<file path="config.mk">
export PLATFORM = sky130hd
export DESIGN_NAME = apb_master
export DESIGN_NICKNAME = d
export VERILOG_FILES = /design/src/rtl/apb_pkg.sv /design/src/rtl/apb_master.sv
export SDC_FILE = /design/constraint.sdc
export NUM_CORES = 1
export LEC_CHECK = 0
export CAP_MARGIN = 25
export CORE_UTILIZATION = 39
export CTS_CLUSTER_DIAMETER = 50
export CTS_CLUSTER_SIZE = 40
export DETAILED_ROUTE_END_ITERATION = 7
export PLACE_DENSITY = 0.81
export SYNTH_ARGS = -nofsm -noshare
export SYNTH_HDL_FRONTEND = slang
export SYNTH_SLANG_ARGS = --single-unit
export TNS_END_PERCENT = 30
</file>
<file path="constraint.sdc">
create_clock -name clk -period 1.58 [get_ports clk]
set_input_delay 0.316 -clock clk [delete_from_list [all_inputs] [get_ports clk]]
set_output_delay 0.316 -clock clk [all_outputs]
set_load 0.03 [all_outputs]
</file>
<file path="src/rtl/apb_pkg.sv">
// Shared APB definitions: FSM state encoding (also used by the APB slave) and
// default bus widths / timeout for the APB master.
package apb_pkg;

  typedef enum logic [1:0] {
    APB_IDLE   = 2'b00,
    APB_SETUP  = 2'b01,
    APB_ACCESS = 2'b10
  } apb_state_e;

  localparam int APB_ADDR_W      = 8;
  localparam int APB_DATA_W      = 8;
  localparam int APB_TIMEOUT_CYC = 16;

endpackage

</file>
<file path="src/rtl/apb_master.sv">
// Command/response to APB bridge with pready wait-state handling.
// Optional ACCESS-phase timeout abort enabled by defining APB_MASTER_TIMEOUT_EN.
module apb_master
  import apb_pkg::*;
#(
  parameter int ADDR_W      = APB_ADDR_W,
  parameter int DATA_W      = APB_DATA_W,
  parameter int TIMEOUT_CYC = APB_TIMEOUT_CYC
) (
  input  logic              clk,
  input  logic              rst,
  input  logic              cmd_valid,
  output logic              cmd_ready,
  input  logic              cmd_write,
  input  logic [ADDR_W-1:0] cmd_addr,
  input  logic [DATA_W-1:0] cmd_wdata,
  output logic              rsp_valid,
  output logic [DATA_W-1:0] rsp_rdata,
  output logic              rsp_err,
  output logic              psel,
  output logic              penable,
  output logic              pwrite,
  output logic [ADDR_W-1:0] paddr,
  output logic [DATA_W-1:0] pwdata,
  input  logic [DATA_W-1:0] prdata,
  input  logic              pready
);

  apb_state_e        state_q, state_d;
  logic              psel_q, psel_d;
  logic              penable_q, penable_d;
  logic              pwrite_q, pwrite_d;
  logic [ADDR_W-1:0] paddr_q, paddr_d;
  logic [DATA_W-1:0] pwdata_q, pwdata_d;
  logic              rsp_valid_q, rsp_valid_d;
  logic [DATA_W-1:0] rsp_rdata_q, rsp_rdata_d;
  logic              rsp_err_q, rsp_err_d;
  logic              accept_s;
  logic              complete_s;
  logic              abort_s;

`ifdef APB_MASTER_TIMEOUT_EN
  localparam int               CNT_W    = $clog2(TIMEOUT_CYC) + 1;
  localparam logic [CNT_W-1:0] CNT_LAST = CNT_W'(TIMEOUT_CYC - 1);

  logic [CNT_W-1:0] cnt_q, cnt_d;

  // Abort on the ACCESS cycle that would be the TIMEOUT_CYC-th stalled one.
  assign abort_s = (state_q == APB_ACCESS) && !pready && (cnt_q == CNT_LAST);

  // Stall counter: cleared while in SETUP, i.e. on entry to ACCESS.
  always_comb begin
    cnt_d = cnt_q;
    if (state_q == APB_SETUP) begin
      cnt_d = '0;
    end else if ((state_q == APB_ACCESS) && !pready && !abort_s) begin
      cnt_d = cnt_q + CNT_W'(1);
    end else begin
      cnt_d = cnt_q;
    end
  end

  // Stall counter register.
  always_ff @(posedge clk or negedge rst) begin
    if (!rst) begin
      cnt_q <= '0;
    end else begin
      cnt_q <= cnt_d;
    end
  end
`else
  logic unused_timeout_s;
  assign unused_timeout_s = (TIMEOUT_CYC > 0);
  assign abort_s          = 1'b0;
`endif

  assign cmd_ready  = (state_q == APB_IDLE) || ((state_q == APB_ACCESS) && pready);
  assign accept_s   = cmd_valid && cmd_ready;
  assign complete_s = (state_q == APB_ACCESS) && pready;

  // Next-state, request capture and response generation.
  always_comb begin
    state_d = state_q;
    case (state_q)
      APB_IDLE: begin
        if (cmd_valid) state_d = APB_SETUP;
        else           state_d = APB_IDLE;
      end
      APB_SETUP: begin
        state_d = APB_ACCESS;
      end
      APB_ACCESS: begin
        if (pready)       state_d = cmd_valid ? APB_SETUP : APB_IDLE;
        else if (abort_s) state_d = APB_IDLE;
        else              state_d = APB_ACCESS;
      end
      default: begin
        state_d = APB_IDLE;
      end
    endcase

    psel_d    = (state_d != APB_IDLE);
    penable_d = (state_d == APB_ACCESS);

    if (accept_s) begin
      pwrite_d = cmd_write;
      paddr_d  = cmd_addr;
      pwdata_d = cmd_wdata;
    end else begin
      pwrite_d = pwrite_q;
      paddr_d  = paddr_q;
      pwdata_d = pwdata_q;
    end

    rsp_valid_d = complete_s || abort_s;
    rsp_err_d   = abort_s;
    if (abort_s) begin
      rsp_rdata_d = '0;
    end else if (complete_s && !pwrite_q) begin
      rsp_rdata_d = prdata;
    end else begin
      rsp_rdata_d = rsp_rdata_q;
    end
  end

  // FSM state and all registered outputs.
  always_ff @(posedge clk or negedge rst) begin
    if (!rst) begin
      state_q     <= APB_IDLE;
      psel_q      <= 1'b0;
      penable_q   <= 1'b0;
      pwrite_q    <= 1'b0;
      paddr_q     <= '0;
      pwdata_q    <= '0;
      rsp_valid_q <= 1'b0;
      rsp_rdata_q <= '0;
      rsp_err_q   <= 1'b0;
    end else begin
      state_q     <= state_d;
      psel_q      <= psel_d;
      penable_q   <= penable_d;
      pwrite_q    <= pwrite_d;
      paddr_q     <= paddr_d;
      pwdata_q    <= pwdata_d;
      rsp_valid_q <= rsp_valid_d;
      rsp_rdata_q <= rsp_rdata_d;
      rsp_err_q   <= rsp_err_d;
    end
  end

  assign psel      = psel_q;
  assign penable   = penable_q;
  assign pwrite    = pwrite_q;
  assign paddr     = paddr_q;
  assign pwdata    = pwdata_q;
  assign rsp_valid = rsp_valid_q;
  assign rsp_rdata = rsp_rdata_q;
  assign rsp_err   = rsp_err_q;

endmodule
</file>
==> results.sh, run 1 <==
export IMPL_grt_pass1_wl_um=4015
export IMPL_grt_pass1_vias=864
export IMPL_post_drt_wl_per_cell_um=14.49
export IMPL_crit_cells=4
export IMPL_drv_slew=0
export IMPL_fin_cells=169
export IMPL_p_total_mw=2.834
export IMPL_status="complete, but fails checks"
export IMPL_critPathArrivalTime_ns=1.21
export IMPL_yosysMostFrequentCell="dfrtp_1"
export IMPL_synth_top_family_by_area="multiplexers"
export IMPL_cap_viol_max_count=0
export IMPL_synth_ff_type="dfrtp_1"
export IMPL_clkTransAtPathRegs_ns=0.09
export IMPL_gp_congestion=0.7660
export IMPL_synth_async_reset_ratio_pct=100.0
export IMPL_crit_start="state_q[1]$_DFF_PN0_"
export IMPL_startpoint_type="flip-flop"
export IMPL_setup_tns_ns=0
export IMPL_cp_top_family="flip-flops"
export IMPL_synth_seq_cells=30
export IMPL_violations="design-rule violations"
export IMPL_rows=19
export IMPL_start_util_pct=42.50
export IMPL_fin_nets=167
export IMPL_drive_gt1_share_pct=31.16
export IMPL_clkSinkCount=30
export IMPL_slowest_stage="dfrtp_1"
export IMPL_r2r_start="state_q[1]$_DFF_PN0_"
export IMPL_met3_wirelength_um=199
export IMPL_cellLeakagePower_nw=0.8584
export IMPL_overflow=0
export IMPL_postLayoutCellArea_mm2=0.001853
export IMPL_vias=836
export IMPL_critPathMaxStageDelay_ns=0.41
export IMPL_period_share_pct=96.28
export IMPL_yosysTopAreaCellShare_pct=62.43
export IMPL_yosysSeqAreaShare_pct=62.43
export IMPL_cts_buffers=5
export IMPL_crit_buf_inv=2
export IMPL_end_kind="primary output"
export IMPL_via_per_inst=4.947
export IMPL_muxShareOfSynthArea_pct=26.53
export IMPL_synth_xor_area_share_pct=0
export IMPL_yosysTopAreaCell="dfrtp_1"
export IMPL_worstSetupPathType="flip-flop to primary output"
export IMPL_clock_path_buffers=2
export IMPL_die_area_mm2=0.003309
export IMPL_fmax_mhz=657.4
export IMPL_synth_area_per_cell_um2=16.94
export IMPL_ys_warn_count=0
export IMPL_fin_skew_ns=0.004344
export IMPL_met2_length_um=1167
export IMPL_grt_max_degree=31
export IMPL_ant_nets=0
export IMPL_area_delta_synth_final_pct=54.11
export IMPL_cts_root_buffer="clkbuf_4"
export IMPL_setup_viol=0
export IMPL_synth_edff_count=0
export IMPL_htree_levels=2
export IMPL_synth_nets=100
export IMPL_path_max_fanout=3
export IMPL_crit_end="cmd_ready"
export IMPL_wl_met1_um=1023
export IMPL_post_dp_hpwl_um=1731
export IMPL_synth_commonest_cells="30 x dfrtp_1, 15 x mux2_2, 10 x mux2_4, 3 x buf_6, 3 x o21ai_0"
export IMPL_synth_distinct_cells=13
export IMPL_synth_area_leaders="dfrtp_1 62%, mux2_2 14%, mux2_4 12%"
export IMPL_worst_r2r_endpoint="paddr[3]$_DFFE_PN0P_"
export IMPL_yosys_area_share_simple_pct=6.035
export IMPL_synth_fa_ha_area_share_pct=0
export IMPL_dp_cells=161
export IMPL_antenna_cells=0
export IMPL_drc=6
export IMPL_synth_compound_area_share_pct=1.249
export IMPL_syn_area_mm2=0.001202
export IMPL_hold_path_class="input pin to asynchronous set/reset pin"
export IMPL_coreArea_mm2=0.002829
export IMPL_die_width_um=57.53
export IMPL_grt_use_total_pct=16.93
export IMPL_cts_tree="done"
export IMPL_cp_required_ns=1.26
export IMPL_drt_iter0_drc=22
export IMPL_placed_cell_area_mm2=0.001826
export IMPL_ir_drop_uv=640.6
export IMPL_top_layer="met4"
export IMPL_drt_total_wl_um=2448
export IMPL_drtPass1Iterations=6
export IMPL_reg2reg_slack_ns=0.13
export IMPL_hold_violations=0
export IMPL_r2r_cells=4
export IMPL_utilization_pct=65.50
export IMPL_fillers=230
export IMPL_chipHeight_um=57.53
export IMPL_ios=59
export IMPL_port_buffers=57
export IMPL_clk_latency_ns=0.32
export IMPL_layout_min_cycle_time_ns=1.521
export IMPL_antenna_found_initial=0
export IMPL_path_cells="nor2b_4, buf_4, nor2_4, buf_6"
export IMPL_power_density_mw_per_mm2=1529
export IMPL_holdBufCountCts=0
export IMPL_syn_inst=71
## power by group
part           switching [mW]  internal (mW)
combinational           0.717          0.581
sequential              0.122           1.00
clock                   0.242          0.168
## flip-flops by register name (all words and copies together) (netlist names)
name       count
pwrite         1
paddr          8
state_q        2
rsp_rdata      8
rsp_valid      1
penable        1
pwdata         8
psel           1
## how the worst min path moves through the flow
stage,start,end,slack (ns),depth (start not counted)
floorplan,rst,paddr[0]$_DFFE_PN0P_,0.02,0
global placement,paddr[7]$_DFFE_PN0P_,paddr[7]$_DFFE_PN0P_,0.49,1
detailed placement,paddr[7]$_DFFE_PN0P_,paddr[7]$_DFFE_PN0P_,0.50,1
CTS,rst,paddr[2]$_DFFE_PN0P_,0.39,2
global route,rst,rsp_rdata[7]$_DFFE_PN0P_,0.40,2
finish,rst,rsp_rdata[7]$_DFFE_PN0P_,0.38,2
## placed cells by master (no fill, tap or decap)
master	n
nor2b_4	2
mux2_4	10
nor2_4	1
o21ai_0	3
nor2_1	1
dfrtp_1	30
mux2_2	15
nor3b_2	1
clkdlybuf4s50_1	27
buf_6	1
buf_4	6
clkbuf_1	2
and3b_1	1
buf_12	1
or2b_2	1
or2b_1	1
dlygate4sd2_1	29
clkbuf_4	5
conb_1	1
## repair_timing
item                                    4_1_cts  5_1_grt
endpoints found under the setup margin       29        1
buffers inserted                              0        1
resized for setup                            29        3
## routing by layer
layer	vias up	GRT usage, %
met5	-	0
met4	0	12.20
met3	5	4.762
met2	39	26.08
met1	415	20.33
li1	377	-
## kinds of logic (layout without fill, tap and decap cells)
logic type,after synthesis,count (layout)
flops,30,30
mux,25,25
simple gates,8,8
compound gates,3,3
other cells,1,1
buf+inv,4,71
## per-stage QoR
| stage | hold slack, ns | setup WS, ns |
|---|---|---|
| floorplan | 0.02041 | 0.1840 |
| global placement | 0.4911 | -0.2236 |
| detailed placement | 0.4954 | -0.2878 |
| CTS | 0.3916 | 0.001833 |
| global route | 0.4031 | -0.002453 |
| finish | 0.3805 | 0.05885 |
## area by class of cell
class                           count  area, um2  area share (%)
Sequential cell                    30      750.7           40.51
Multi-Input combinational cell     37      417.9           22.55
Clock buffer                        7      45.04           2.431
Timing Repair Buffer               64      600.6           32.41
Tap cell                           31      38.79           2.093
Power figures use the tool's default switching activity.
==> run 2, diff against run 1 <==
--- a/config.mk
+++ b/config.mk
@@ -6,6 +6,7 @@
 export NUM_CORES = 1
 export LEC_CHECK = 0
 export CAP_MARGIN = 25
+export CORE_MARGIN = 3
 export CORE_UTILIZATION = 39
 export CTS_CLUSTER_DIAMETER = 50
 export CTS_CLUSTER_SIZE = 40
==> run 2 against run 1 <==
Effect of this change:
- the flow now finishes without violations
- non-clock buffer count is 1 lower
- first-iteration DRC count fell by 55%
- cell area up 0.40%
- critical path type unchanged
==> results.sh, run 2 (synthesized netlist as in run 1, its figures left out) <==
export IMPL_status="completed"
export IMPL_die_width_um=61.53
export IMPL_fin_skew_ns=0.01246
export IMPL_clkSinkCount=30
export IMPL_rows=19
export IMPL_drt_total_wl_um=2434
export IMPL_setup_slack_ns=0.08326
export IMPL_hold_violations=0
export IMPL_area_delta_synth_final_pct=54.73
export IMPL_end_kind="primary output"
export IMPL_netSwitchingPower_mw=1.080
export IMPL_swShare_pct=37.51
export IMPL_cts_buffers=5
export IMPL_cts_tree="done"
export IMPL_drt_iter0_drc=10
export IMPL_sequentialPowerShare_pct=38.9
export IMPL_drtPass1Iterations=2
export IMPL_r2r_cells=4
export IMPL_grt_max_degree=31
export IMPL_r2r_start="state_q[0]$_DFF_PN0_"
export IMPL_layout_min_cycle_time_ns=1.497
export IMPL_fin_nets=166
export IMPL_clock_path_buffers=2
export IMPL_clkTransAtPathRegs_ns=0.10
export IMPL_vias=787
export IMPL_cellLeakagePower_nw=0.8635
export IMPL_power_density_mw_per_mm2=1547
export IMPL_cts_root_buffer="clkbuf_4"
export IMPL_start_util_pct=42.15
export IMPL_period_share_pct=94.73
export IMPL_ir_drop_uv=783.0
export IMPL_setup_viol=0
export IMPL_antenna_found_initial=0
export IMPL_startpoint_type="flip-flop"
export IMPL_utilization_pct=65.22
export IMPL_post_drt_wl_per_cell_um=14.40
export IMPL_via_per_inst=4.657
export IMPL_worstSetupPathType="flip-flop to primary output"
export IMPL_fillers=215
export IMPL_final_cell_mix="30 x dfrtp_1, 29 x dlygate4sd2_1, 27 x clkdlybuf4s50_1"
export IMPL_coreArea_mm2=0.002853
export IMPL_post_place_ws_ns=-0.2616
export IMPL_holdWs_ns=0.3722
export IMPL_cap_viol_max_count=0
export IMPL_htree_levels=2
export IMPL_rsz0062_at_grt="false"
export IMPL_drive_gt1_share_pct=31.88
export IMPL_p_int_mw=1.799
export IMPL_gp_congestion=0.6617
export IMPL_combPwrFrac_pct=45.2
export IMPL_holdBufCountCts=0
export IMPL_port_buffers=57
export IMPL_placed_cell_area_mm2=0.001818
export IMPL_fmax_mhz=668.1
export IMPL_postLayoutCellArea_mm2=0.001861
export IMPL_grt_pass1_wl_um=3705
export IMPL_reg2reg_slack_ns=0.13
export IMPL_layout_commonest_cell="dfrtp_1"
export IMPL_clk_latency_ns=0.32
export IMPL_ant_nets=0
export IMPL_chipHeight_um=61.53
export IMPL_worst_r2r_endpoint="rsp_rdata[1]$_DFFE_PN0P_"
export IMPL_die_area_mm2=0.003785
export IMPL_grt_pass1_vias=783
export IMPL_cp_required_ns=1.26
export IMPL_critPathArrivalTime_ns=1.18
export IMPL_drv_slew=0
export IMPL_drc=0
export IMPL_hold_path_class="input pin to asynchronous set/reset pin"
export IMPL_ios=59
export IMPL_overflow=0
export IMPL_antenna_cells=0
export IMPL_path_max_fanout=2
export IMPL_grt_use_total_pct=14.19
export IMPL_post_dp_hpwl_um=1852
export IMPL_clkPwrFrac_pct=16.0
==> run 2: cell types whose count changed in the layout (fill, tap and decap cells not counted), sizes merged <==
cell | previous run | this run
buf | 8 | 7
clkinv | 0 | 1
==> run 2: worst max-delay path by stage <==
stage                         start  slack [ns]                        to  cells after the start
3_5_place_dp                 pready       -0.26  rsp_rdata[4]$_DFFE_PN0P_                      5
2_1_floorplan  state_q[1]$_DFF_PN0_        0.18      paddr[2]$_DFFE_PN0P_                      5
6_report       state_q[1]$_DFF_PN0_        0.08                 cmd_ready                      4
3_3_place_gp                 pready       -0.22      paddr[3]$_DFFE_PN0P_                      5
5_1_grt        state_q[1]$_DFF_PN0_     0.00002                 cmd_ready                      4
4_1_cts        state_q[1]$_DFF_PN0_       0.007                 cmd_ready                      4
==> run 2: metal layers <==
layer / track usage, % / up-vias / wire (um)
met5: 0 / - / 0
met4: 9.091 / 0 / 39
met3: 4.822 / 5 / 207
met2: 22.72 / 35 / 1230
met1: 16.09 / 374 / 956
li1: - / 373 / -
==> run 2: final cells by class <==
cell class	count	area, um2	area share (%)
repair buffers	63	593.1	31.88
clock inverters	1	5.005	0.2690
multi-input cells	37	417.9	22.46
flip-flops and latches	30	750.7	40.35
well taps	31	38.79	2.085
clock buffers	7	55.05	2.959
==> run 2: repair_timing <==
action / 4_1_cts / 5_1_grt
pin swaps: 0 / 0
gates resized for setup: 30 / 2
endpoints found under the hold margin: 0 / 0
endpoints found under the setup margin: 29 / 1
buffers inserted: 0 / 1
==> run 2: critical path, cell delays in order, from the launching register on <==
cell	delay (ns)
dfrtp_1	0.38
nor2b_4	0.13
buf_4	0.14
nor2_4	0.08
buf_6	0.13
==> run 2: power by group through the flow <==
| stage | Sequential [mW] | Combinational (mW) | Clock [mW] |
|---|---|---|---|
| detailed placement | 1.15 | 1.45 | 0 |
| global placement | 1.14 | 1.43 | 0 |
| floorplan | 1.60 | 0.370 | 0 |
| global route | 1.16 | 1.37 | 0.525 |
| finish | 1.12 | 1.30 | 0.460 |
| CTS | 1.13 | 1.30 | 0.478 |
==> run 2: per-stage QoR <==
step / total power [mW] / cells / TNS [ns]
4_1_cts: 2.902 / 168 / 0
6_report: 2.879 / 169 / 0
3_3_place_gp: 2.573 / 160 / -4.936
5_1_grt: 3.056 / 169 / 0
2_1_floorplan: 1.974 / 71 / 0
3_5_place_dp: 2.605 / 160 / -5.924
==> run 3, diff against run 2 <==
==> constraint.sdc (replaced) <==
create_clock -name clk -period 1.5 [get_ports clk]
set_input_delay 0.3 -clock clk [delete_from_list [all_inputs] [get_ports clk]]
set_output_delay 0.3 -clock clk [all_outputs]
set_load 0.03 [all_outputs]
==> run 3 against run 2 <==
Effect of this change:
- wire length rose by 6.9%
- cell area fell by 0.47%
- global-route usage rose by 0.70 points
- clock skew fell by 0.0032 ns
- clock power fell by 0.9%
- final cell count fell by 1.2%
- register-to-register slack got worse by 0.06 ns
- non-clock buffer count did not move
- flip-flop and latch count did not move
- largest power group unchanged
==> results.sh, run 3 (synthesized netlist as in run 1, its figures left out) <==
export IMPL_vias=802
export IMPL_swShare_pct=37.64
export IMPL_fmax_mhz=697.4
export IMPL_p_total_mw=3.020
export IMPL_final_cell_mix="30 x dfrtp_1, 29 x dlygate4sd2_1, 27 x clkdlybuf4s50_1"
export IMPL_reg2reg_slack_ns=0.07
export IMPL_drt_total_wl_um=2603
export IMPL_power_density_mw_per_mm2=1631
export IMPL_port_buffers=57
export IMPL_end_kind="flip-flop"
export IMPL_gp_congestion=0.6486
export IMPL_rows=19
export IMPL_grt_max_degree=31
export IMPL_grt_pass1_vias=801
export IMPL_ant_nets=0
export IMPL_layout_commonest_cell="dfrtp_1"
export IMPL_cp_required_ns=1.71
export IMPL_worstSetupPathType="flip-flop to flip-flop"
export IMPL_die_area_mm2=0.003785
export IMPL_fin_nets=166
export IMPL_cap_viol_max_count=0
export IMPL_grt_pass1_wl_um=3898
export IMPL_holdWs_ns=0.3639
export IMPL_cts_root_buffer="clkbuf_4"
export IMPL_cts_buffers=5
export IMPL_coreArea_mm2=0.002853
export IMPL_area_delta_synth_final_pct=54.01
export IMPL_ios=59
export IMPL_htree_levels=2
export IMPL_drc=0
export IMPL_clkSinkCount=30
export IMPL_drv_slew=0
export IMPL_drtPass1Iterations=3
export IMPL_post_drt_wl_per_cell_um=15.59
export IMPL_chipHeight_um=61.53
export IMPL_cellLeakagePower_nw=0.8582
export IMPL_layout_min_cycle_time_ns=1.434
export IMPL_clkTransAtPathRegs_ns=0.09
export IMPL_ir_drop_uv=750.5
export IMPL_post_dp_hpwl_um=2021
export IMPL_holdBufCountCts=0
export IMPL_fin_skew_ns=0.009256
export IMPL_via_per_inst=4.802
export IMPL_grt_use_total_pct=14.89
export IMPL_status="completed"
export IMPL_clkPwrFrac_pct=15.1
export IMPL_drt_iter0_drc=15
export IMPL_clk_latency_ns=0.31
export IMPL_hold_violations=0
export IMPL_sequentialPowerShare_pct=39.0
export IMPL_hold_path_class="input pin to asynchronous set/reset pin"
export IMPL_antenna_cells=0
export IMPL_p_int_mw=1.883
export IMPL_die_width_um=61.53
export IMPL_path_max_fanout=8
export IMPL_cts_tree="done"
export IMPL_setup_viol=0
export IMPL_period_share_pct=95.60
export IMPL_clock_path_buffers=2
export IMPL_rsz0062_at_grt="false"
export IMPL_critPathArrivalTime_ns=1.64
export IMPL_start_util_pct=42.15
export IMPL_combPwrFrac_pct=45.9
export IMPL_antenna_found_initial=0
export IMPL_utilization_pct=64.91
export IMPL_netSwitchingPower_mw=1.137
export IMPL_overflow=0
export IMPL_startpoint_type="flip-flop"
export IMPL_drive_gt1_share_pct=31.62
-- run 3: cell count changes in the layout (fill, tap and decap cells not counted) --
| cell | delta |
|---|---|
| clkbuf_1 | -1 |
| clkinv_2 | -1 |
-- run 3: layout make-up --
type | count | area, um2
timing repair buffer | 63 | 593.1
tap | 31 | 38.79
sequential | 30 | 750.7
multi-input combinational | 37 | 417.9
clock buffer | 6 | 51.30
fill | 225 | 1001
-- run 3: path summary, 6_finish.rpt --
path / to / startpoint / depth (start not counted)
max: rsp_rdata[5]$_DFFE_PN0P_ / state_q[0]$_DFF_PN0_ / 4
min: pwdata[4]$_DFFE_PN0P_ / rst / 2
max reg2reg: rsp_rdata[5]$_DFFE_PN0P_ / state_q[0]$_DFF_PN0_ / 4
min reg2reg: pwdata[0]$_DFFE_PN0P_ / pwdata[0]$_DFFE_PN0P_ / 1
max in group asynchronous: paddr[2]$_DFFE_PN0P_ / rst / 2
min in group clk: penable$_DFF_PN0_ / pready / 2
-- run 3: metal layers --
layer	vias up	global-route usage (%)	part of all wire, %
met3	5	5.241	6.5
met4	0	6.364	1.5
met5	-	0	0
met1	385	16.89	39
met2	37	25.26	53
li1	375	-	-
-- run 3: stage by stage --
stage                     setup slack [ns]  instances  cell area (um2)  setup TNS, ns
after floorplan                     0.1040         71             1202              0
after global placement             -0.2846        161             1826         -6.566
after detailed placement           -0.3293        161             1826         -7.678
after CTS                         -0.01320        167             1856       -0.01320
after global routing              0.005599        167             1852              0
final                              0.06605        167             1852              0
-- run 3: timing repair --
action	in CTS	in global routing
setup endpoints to repair	29	1
resized for setup	33	0
setup buffers	0	1
gates cloned	0	0
pin swaps	0	1
-- run 3: power by group through the flow --
| stage | registers (mW) | clock network, mW | logic (mW) |
|---|---|---|---|
| floorplan | 1.69 | 0 | 0.389 |
| global placement | 1.20 | 0 | 1.52 |
| detailed placement | 1.21 | 0 | 1.56 |
| CTS | 1.18 | 0.478 | 1.40 |
| global route | 1.21 | 0.525 | 1.46 |
| finish | 1.18 | 0.456 | 1.39 |
-- run 3: worst max-delay path, stage by stage, from the launching register on --
cell and delay [ns]:
dfrtp_1 0.46, and3b_1 0.27, nor2b_4 0.16, buf_12 0.14, mux2_4 0.30
